## src/rtl/seven_seg_pkg.sv

```systemverilog
// Shared constants for the multiplexed seven-segment scanner: the hex glyph
// table (active-low {g,f,e,d,c,b,a}), the all-segments-off pattern and the
// helper that sizes the digit index.
package seven_seg_pkg;

  // Active-low segment vector, bit order {g,f,e,d,c,b,a}.
  typedef logic [6:0] seg_t;

  // All segments dark.
  localparam seg_t SEG_OFF = 7'b1111111;

  // Glyphs for nibble values 0..F, indexed by the nibble itself.
  localparam seg_t SEG_TABLE [16] = '{
    7'b1000000,  // 0
    7'b1111001,  // 1
    7'b0100100,  // 2
    7'b0110000,  // 3
    7'b0011001,  // 4
    7'b0010010,  // 5
    7'b0000010,  // 6
    7'b1111000,  // 7
    7'b0000000,  // 8
    7'b0010000,  // 9
    7'b0001000,  // A
    7'b0000011,  // b
    7'b1000110,  // C
    7'b0100001,  // d
    7'b0000110,  // E
    7'b0001110   // F
  };

  // Width of the digit index: clog2 of the digit count, never below one bit
  // so a single-digit build still has a legal port.
  function automatic int idx_width(input int num_digits);
    return (num_digits <= 1) ? 1 : $clog2(num_digits);
  endfunction

endpackage

```

## src/rtl/seg_hex_decode.sv

```systemverilog
// Combinational hex-to-seven-segment decoder (active-low outputs).
// A pure table lookup so the glyph set lives in exactly one place.
module seg_hex_decode
  import seven_seg_pkg::*;
(
  input  logic [3:0] i_nibble,
  output logic [6:0] o_seg
);

  // Look the nibble up in the shared glyph table.
  assign o_seg = SEG_TABLE[i_nibble];

endmodule

```

## src/rtl/seven_seg_scan.sv

```systemverilog
// Time-multiplexed seven-segment display driver.
//
// A shadow register holds the displayed nibbles and decimal points and only
// changes on a load strobe. A refresh counter holds each digit for
// REFRESH_DIV cycles; on every digit change the anodes are blanked for one
// cycle (ghost guard) so the previous digit's segments never flash on the
// new digit. seg/dec/an are registered and follow digit_idx by one cycle.
//
// Optional feature, macro SEVSEG_LZB_EN: leading-zero blanking under lzb.
// Without the macro, lzb is ignored and every digit is decoded.
module seven_seg_scan
  import seven_seg_pkg::*;
#(
  parameter  int NUM_DIGITS  = 4,
  parameter  int REFRESH_DIV = 50000,
  localparam int IDX_W       = idx_width(NUM_DIGITS)
) (
  input  logic                    clk,
  input  logic                    rst,
  input  logic [4*NUM_DIGITS-1:0] bcd,
  input  logic [NUM_DIGITS-1:0]   dp,
  input  logic                    load,
  input  logic                    lzb,
  output logic [6:0]              seg,
  output logic                    dec,
  output logic [NUM_DIGITS-1:0]   an,
  output logic [IDX_W-1:0]        digit_idx
);

  localparam int               CNT_W    = $clog2(REFRESH_DIV);
  localparam logic [CNT_W-1:0] CNT_LAST = CNT_W'(REFRESH_DIV - 1);
  localparam logic [IDX_W-1:0] IDX_LAST = IDX_W'(NUM_DIGITS - 1);

  // Scan state
  logic [CNT_W-1:0]        r_cnt;
  logic [IDX_W-1:0]        r_idx;

  // Shadow copy of the display content
  logic [4*NUM_DIGITS-1:0] r_bcd;
  logic [NUM_DIGITS-1:0]   r_dp;

  // Registered pin drivers
  seg_t                    r_seg;
  logic                    r_dec;
  logic [NUM_DIGITS-1:0]   r_an;

  // Combinational helpers
  logic                    w_adv;
  logic [3:0]              w_nib;
  logic                    w_dp_sel;
  logic [NUM_DIGITS-1:0]   w_an_sel;
  seg_t                    w_hex_seg;
  logic                    w_blank;

  // The current digit's hold time expires on this cycle.
  assign w_adv = (r_cnt == CNT_LAST);

  // Refresh counter and digit index: count the hold time, then step to the
  // next digit and wrap after the last one.
  always_ff @(posedge clk) begin
    // NOTE: state is updated with non-blocking assignments so every register
    // samples the pre-edge values of its neighbours, independent of order.
    if (rst) begin
      r_cnt <= '0;
      r_idx <= '0;
    end else if (w_adv) begin
      r_cnt <= '0;
      r_idx <= (r_idx == IDX_LAST) ? '0 : r_idx + IDX_W'(1);
    end else begin
      r_cnt <= r_cnt + CNT_W'(1);
    end
  end

  // Shadow register: display content changes only through the load strobe.
  always_ff @(posedge clk) begin
    // NOTE: the shadow is a handful of flops rather than a RAM, so it is
    // cleared on reset and the first frame after reset shows a defined 0.
    if (rst) begin
      r_bcd <= '0;
      r_dp  <= '0;
    end else if (load) begin
      r_bcd <= bcd;
      r_dp  <= dp;
    end
  end

  // Select the nibble, decimal point and anode pattern of the current digit.
  always_comb begin
    // NOTE: every output of this block gets a default first, otherwise the
    // paths where no index matches would infer latches.
    w_nib    = 4'h0;
    w_dp_sel = 1'b0;
    w_an_sel = '1;
    for (int i = 0; i < NUM_DIGITS; i++) begin
      if (r_idx == IDX_W'(i)) begin
        w_nib       = r_bcd[4*i +: 4];
        w_dp_sel    = r_dp[i];
        w_an_sel[i] = 1'b0;
      end
    end
  end

  // Single shared decoder for whichever digit is currently selected.
  seg_hex_decode u_decode (
    .i_nibble (w_nib),
    .o_seg    (w_hex_seg)
  );

`ifdef SEVSEG_LZB_EN
  logic [NUM_DIGITS-1:0] w_blank_mask;

  // A digit above position 0 is a leading zero when it and every digit to
  // its left hold 0; walk from the most significant digit downwards.
  always_comb begin
    logic w_zero_above;
    w_zero_above = 1'b1;
    w_blank_mask = '0;
    for (int i = NUM_DIGITS - 1; i >= 0; i--) begin
      w_zero_above    = w_zero_above & (r_bcd[4*i +: 4] == 4'h0);
      w_blank_mask[i] = w_zero_above & (i != 0);
    end
  end

  // Blank the selected digit only when blanking is requested.
  always_comb begin
    w_blank = 1'b0;
    for (int i = 0; i < NUM_DIGITS; i++) begin
      if (r_idx == IDX_W'(i)) begin
        w_blank = lzb & w_blank_mask[i];
      end
    end
  end
`else
  // Blanking is compiled out; lzb is accepted on the port but has no effect.
  logic w_unused_lzb;
  assign w_unused_lzb = lzb;
  assign w_blank      = 1'b0;
`endif

  // Output registers: one cycle behind digit_idx, anodes dark for the single
  // cycle in which a new index is first presented (ghost guard).
  always_ff @(posedge clk) begin
    if (rst) begin
      r_seg <= SEG_OFF;
      r_dec <= 1'b1;
      r_an  <= '1;
    end else begin
      r_seg <= w_blank ? SEG_OFF : w_hex_seg;
      r_dec <= ~w_dp_sel;
      r_an  <= w_adv ? '1 : w_an_sel;
    end
  end

  assign seg       = r_seg;
  assign dec       = r_dec;
  assign an        = r_an;
  assign digit_idx = r_idx;

endmodule

```

## config.mk

```make
export PLATFORM = sky130hd
export DESIGN_NAME = seven_seg_scan
export DESIGN_NICKNAME = d
export VERILOG_FILES = /design/src/rtl/seven_seg_pkg.sv /design/src/rtl/seg_hex_decode.sv /design/src/rtl/seven_seg_scan.sv
export SDC_FILE = /design/constraint.sdc
export NUM_CORES = 1
export LEC_CHECK = 0
export ABC_CLOCK_PERIOD_IN_PS = 3080
export BUFFER_PORTS_ARGS = -buffer_cell sky130_fd_sc_hd__buf_4
export CORE_AREA = 10 10 84 86
export CTS_BUF_LIST = sky130_fd_sc_hd__clkbuf_2
export DETAILED_ROUTE_END_ITERATION = 8
export DIE_AREA = 0 0 94 96
export PLACE_DENSITY = 0.6
export SLEW_MARGIN = 20
export SYNTH_ARGS = -nofsm -noshare
export SYNTH_HDL_FRONTEND = slang
export SYNTH_SLANG_ARGS = --single-unit
```

## constraint.sdc

```tcl
create_clock -name clk -period 3.08 [get_ports clk]
set_clock_uncertainty 0.1 [all_clocks]
set_input_delay 0.462 -clock clk [delete_from_list [all_inputs] [get_ports clk]]
set_output_delay 0.462 -clock clk [all_outputs]
set_load 0.05 [all_outputs]
```

==> out/results.txt <==
The pin count of the biggest net entering global routing was 32; the number of DRC violations after detailed-routing iteration 0 was 66. Synthesis instantiated 49 different standard cells from the library. Wires add up to 4749 µm. In the final design database the tool counted 310 nets. Max-capacitance violation count: 0. The proportion of netlist area held by the largest area contributor works out to 42.40%.

The logs give 0.001115 µW for the reported leakage power and 0.002361 mm² for the summed instance area of the synthesized netlist. In this run the post-CTS setup repair buffer count came out at 0. The detailed-route DRC error count came out at 0.

During synthesis, Yosys emitted a total of 0 warnings. For this design, the sink count on the clock tree is 50. The cell family contributing the most delay on the critical path is compound AO/OA/AOI/OAI gates. Routability-driven placement finished with a final weighted congestion of 0.7570. The share of the clock period used by the worst path after layout was 86.54%. The tools report the antenna diode instance count as 0.

Count of buffers inserted at the top-level ports: 36. The count of nets left with antenna violations once routing finished came out at 0. The largest single stage delay on the critical path is 0.45 ns.

At the pin with the least slew margin, the transition time is 0.4678 ns. In the global route stage, met3 resource usage came out at 3.891%. In this run the worst setup path begins at digit_idx[1]$_SDFFE_PP0N_. The detail-routed net length per standard cell was 13.65 µm; the final total negative setup slack was 0 ns. Timing would allow up to 375.2 MHz. The first detailed-routing pass ran for 4 iterations. TritonCTS built the clock tree. Synthesis produced a netlist with a net count of 276.

From synthesis to final layout, the design area changed by 14.94%. The die is 94 µm wide. Power spread over the standard cell area amounts to 414.1 mW/mm². CTS built an H-tree with a depth of 2. The root buffer cell is sky130_fd_sc_hd__clkbuf_2.

The max-slew violation total from the final report was 0. For this configuration, the core starts out at a cell density of 43.68%. Summing all multi-input logic gate instances after layout gives 0.001270 mm². The tools report the total via count after detailed routing as 1771. The data required time of the worst path was 3.33 ns; the I/O pin count was 38. The critical path runs through a total of 9 cells. Via count of the first global-routing pass: 1809. The worst voltage drop across the vdd grid was 0.2103 mV; the count of fill cells added during filler insertion was 567. Traced cell by cell, the critical path runs through inv_1, ha_1, nand3b_1, a221o_1, inv_1, ha_1, nor3b_1, a221oi_1, o21ai_1.

The overall global routing resource usage is 11.30%, and the arrival time at the worst endpoint is 2.92 ns. TritonCTS created 5 clock buffers. For met1 alone, demand over resource in global routing was 14.36%. Buffers inserted to repair hold after CTS numbered 0.

The run gives 0 as the total congestion overflow. The logs give 0 for the initial antenna violation count and 68.73% for the relative max-transition margin. After global routing, the most crowded layer is met2. The number of failing hold endpoints at the final stage came out at 0. The floorplan has 27 rows.

The run finished with clean final reports. The area of the die came out at 0.009024 mm². Critical path start-end classification: reg -> reg. The startpoint identified for the worst register-to-register timing path is digit_idx[1]$_SDFFE_PP0N_. Setup repair after global routing left no endpoint under its margin. The sum of net half-perimeters after detailed placement was 3507 µm. The tools report the launching element type of the critical path as a register. The clock reaches the later pin of the worst-skew pair after 0.43 ns. The tools report the critical register-to-register path endpoint as seg[3]$_SDFF_PP1_. Summing the sequential cell areas from Yosys gives 42.40% of the chip area. Dividing the detail-routed via count by the number of cells gives 5.089. The critical path buffer and inverter count came out at 2.

The clock-pin slew of the registers on the worst-case setup and hold paths is 0.24 ns. Post-synthesis cell type with the largest combined area: sky130_fd_sc_hd__dfxtp_1. The first global-routing pass estimated 8369 µm of wire. The tools report the maximum buffer depth of the clock tree as 2. The tools report the critical path endpoint as seg[3]$_SDFF_PP1_. Worst hold path class: in -> reg. Ranked by total cell area, the synthesized netlist is headed by sky130_fd_sc_hd__dfxtp_1 42%, sky130_fd_sc_hd__mux2i_1 8.9%, sky130_fd_sc_hd__nor2_1 6.2%. In the synthesized netlist, the number of instances is 241.

Cell at the slowest stage of the critical path: sky130_fd_sc_hd__dfxtp_1. The synthesized area divided by synthesized cell count is 9.797 µm², and the post-synthesis register bit count is 50. The count of cells in the finished layout, fillers not included, comes to 348. The post-route netlist has 20.65% of its cells at a drive strength greater than 1. The share of the core filled with cells is 50.21%, and the number of resized instances in the post-cts repair step is 0.

For flop-to-flop paths, the worst setup slack is 0.41 ns. Setup violations remaining at the end of the flow were counted as 0. Of all flip-flops after synthesis, the portion carrying an async set or reset was 0%. The cell count of the worst reg-to-reg path came out at 9. For this run, global-route usage on met2 was measured as 17.57%. The die is 96 µm tall. Yosys mapped a number of flops with a built-in enable equal to 0. Most common flop cell mapped by yosys: sky130_fd_sc_hd__dfxtp_1.

The floorplan step defined a core boundary enclosing 0.005405 mm². The sequential cells in the finished layout cover a total of 0.001001 mm². The worst path in the final design needs a cycle of 2.665 ns, including I/O delays and setup. Along the worst path, the maximum fanout reaches 11. The tools report the kind of end point of the critical path as a register. The number of placed instances, taps included, is 340.
kinds of logic after synthesis:
logic type | count (synthesis) | share of synthesized area, %
DFF | 50 | 42.40
muxes | 23 | 10.02
xor gates and xnor gates | 14 | 5.194
adders and majority gates | 11 | 5.829
AOI/OAI and AO/OA | 28 | 10.33
and+or+nand+nor | 96 | 22.42
buffers and inverters | 19 | 3.815
per-stage QoR:
step	total power, µW	hold slack [ns]	instance area [µm²]	setup WS (ns)
finish	1124	0.1568	2714	0.4147
floorplan	823.1	0.3299	2361	0.4712
global route	1183	0.1175	2714	0.1485
CTS	1141	0.1194	2714	0.4008
detailed placement	878.4	0.3692	2673	0.4847
global placement	876.0	0.3510	2673	0.5731
synthesized netlist by cell type (2+ instances only):
cell / instances
sky130_fd_sc_hd__dfxtp_1: 50
sky130_fd_sc_hd__nor2_1: 39
sky130_fd_sc_hd__mux2i_1: 21
sky130_fd_sc_hd__nand2_1: 13
sky130_fd_sc_hd__xnor2_1: 12
sky130_fd_sc_hd__ha_1: 11
sky130_fd_sc_hd__inv_1: 9
sky130_fd_sc_hd__nand3_1: 7
sky130_fd_sc_hd__clkbuf_1: 5
sky130_fd_sc_hd__nor3_1: 5
sky130_fd_sc_hd__a31oi_1: 4
sky130_fd_sc_hd__nor4_1: 4
sky130_fd_sc_hd__a211oi_1: 3
sky130_fd_sc_hd__a221oi_1: 3
sky130_fd_sc_hd__and3_1: 3
sky130_fd_sc_hd__buf_2: 3
sky130_fd_sc_hd__nand4_1: 3
sky130_fd_sc_hd__nor3b_1: 3
sky130_fd_sc_hd__o21ai_1: 3
sky130_fd_sc_hd__a21oi_1: 2
sky130_fd_sc_hd__a311oi_4: 2
sky130_fd_sc_hd__buf_6: 2
sky130_fd_sc_hd__nand3b_1: 2
sky130_fd_sc_hd__nor2b_1: 2
sky130_fd_sc_hd__nor3b_2: 2
sky130_fd_sc_hd__nor4bb_1: 2
sky130_fd_sc_hd__o21ai_0: 2
sky130_fd_sc_hd__o31ai_1: 2
sky130_fd_sc_hd__xor2_1: 2
layout make-up:
class / count / share of cell area [%]
Clock buffer: 5 / 0.9221
Clock inverter: 3 / 0.5994
Inverter: 9 / 1.245
Multi-Input combinational cell: 172 / 46.80
Sequential cell: 50 / 36.88
Tap cell: 72 / 3.320
Timing Repair Buffer: 37 / 10.24
tightest hold or removal path: stages:
cell and delay (ns):
sky130_fd_sc_hd__buf_4 0.08, sky130_fd_sc_hd__mux2i_1 0.05, sky130_fd_sc_hd__nor2_1 0.07
sequential cells by signal, indices dropped and copies added, names as in the netlist:
name	cells
r_dp	4
r_cnt	16
seg	7
digit_idx	2
dec	1
an	4
r_bcd	16
per-layer routing:
| metal | vias up | wire [µm] |
|---|---|---|
| met4 | 0 | 55 |
| li1 | 915 | - |
| met3 | 6 | 222 |
| met5 | - | 0 |
| met2 | 32 | 2113 |
| met1 | 818 | 2358 |
where the power goes:
| part | internal (µW) | total [µW] | switching [µW] |
|---|---|---|---|
| Sequential | 678 | 693 | 15.0 |
| Clock | 52.7 | 260 | 208 |
| Combinational | 73.7 | 171 | 96.9 |
cell usage in the layout (no fill, tap or decap), types with 2 or more instances in the layout:
cell                       count
sky130_fd_sc_hd__dfxtp_1      50
sky130_fd_sc_hd__nor2_1       39
sky130_fd_sc_hd__buf_4        37
sky130_fd_sc_hd__mux2i_1      21
sky130_fd_sc_hd__nand2_1      13
sky130_fd_sc_hd__xnor2_1      12
sky130_fd_sc_hd__ha_1         11
sky130_fd_sc_hd__inv_1         9
sky130_fd_sc_hd__nand3_1       7
sky130_fd_sc_hd__nor3_1        5
sky130_fd_sc_hd__clkbuf_2      5
sky130_fd_sc_hd__nor4_1        4
sky130_fd_sc_hd__a31oi_1       4
sky130_fd_sc_hd__a211oi_1      3
sky130_fd_sc_hd__nor3b_1       3
sky130_fd_sc_hd__a221oi_1      3
sky130_fd_sc_hd__o21ai_1       3
sky130_fd_sc_hd__and3_1        3
sky130_fd_sc_hd__nand4_1       3
sky130_fd_sc_hd__nand3b_1      2
sky130_fd_sc_hd__nor3b_2       2
sky130_fd_sc_hd__a311oi_4      2
sky130_fd_sc_hd__nor4bb_1      2
sky130_fd_sc_hd__xor2_1        2
sky130_fd_sc_hd__a21oi_1       2
sky130_fd_sc_hd__o21ai_0       2
sky130_fd_sc_hd__o31ai_1       2
sky130_fd_sc_hd__nor2b_1       2
sky130_fd_sc_hd__clkinv_1      2
worst min path at each step:
stage	to	start	slack (ns)	cells past startpoint
after floorplan	r_cnt[0]$_SDFF_PP0_	r_cnt[0]$_SDFF_PP0_	0.33	1
final	r_bcd[5]$_SDFFE_PP0P_	bcd[5]	0.16	3
after detailed placement	r_cnt[15]$_SDFF_PP0_	r_cnt[15]$_SDFF_PP0_	0.37	2
after global placement	r_cnt[0]$_SDFF_PP0_	r_cnt[0]$_SDFF_PP0_	0.35	1
after global routing	r_bcd[3]$_SDFFE_PP0P_	bcd[3]	0.12	3
after CTS	r_dp[3]$_SDFFE_PP0P_	dp[3]	0.12	3
Power figures use the tool's default switching activity.
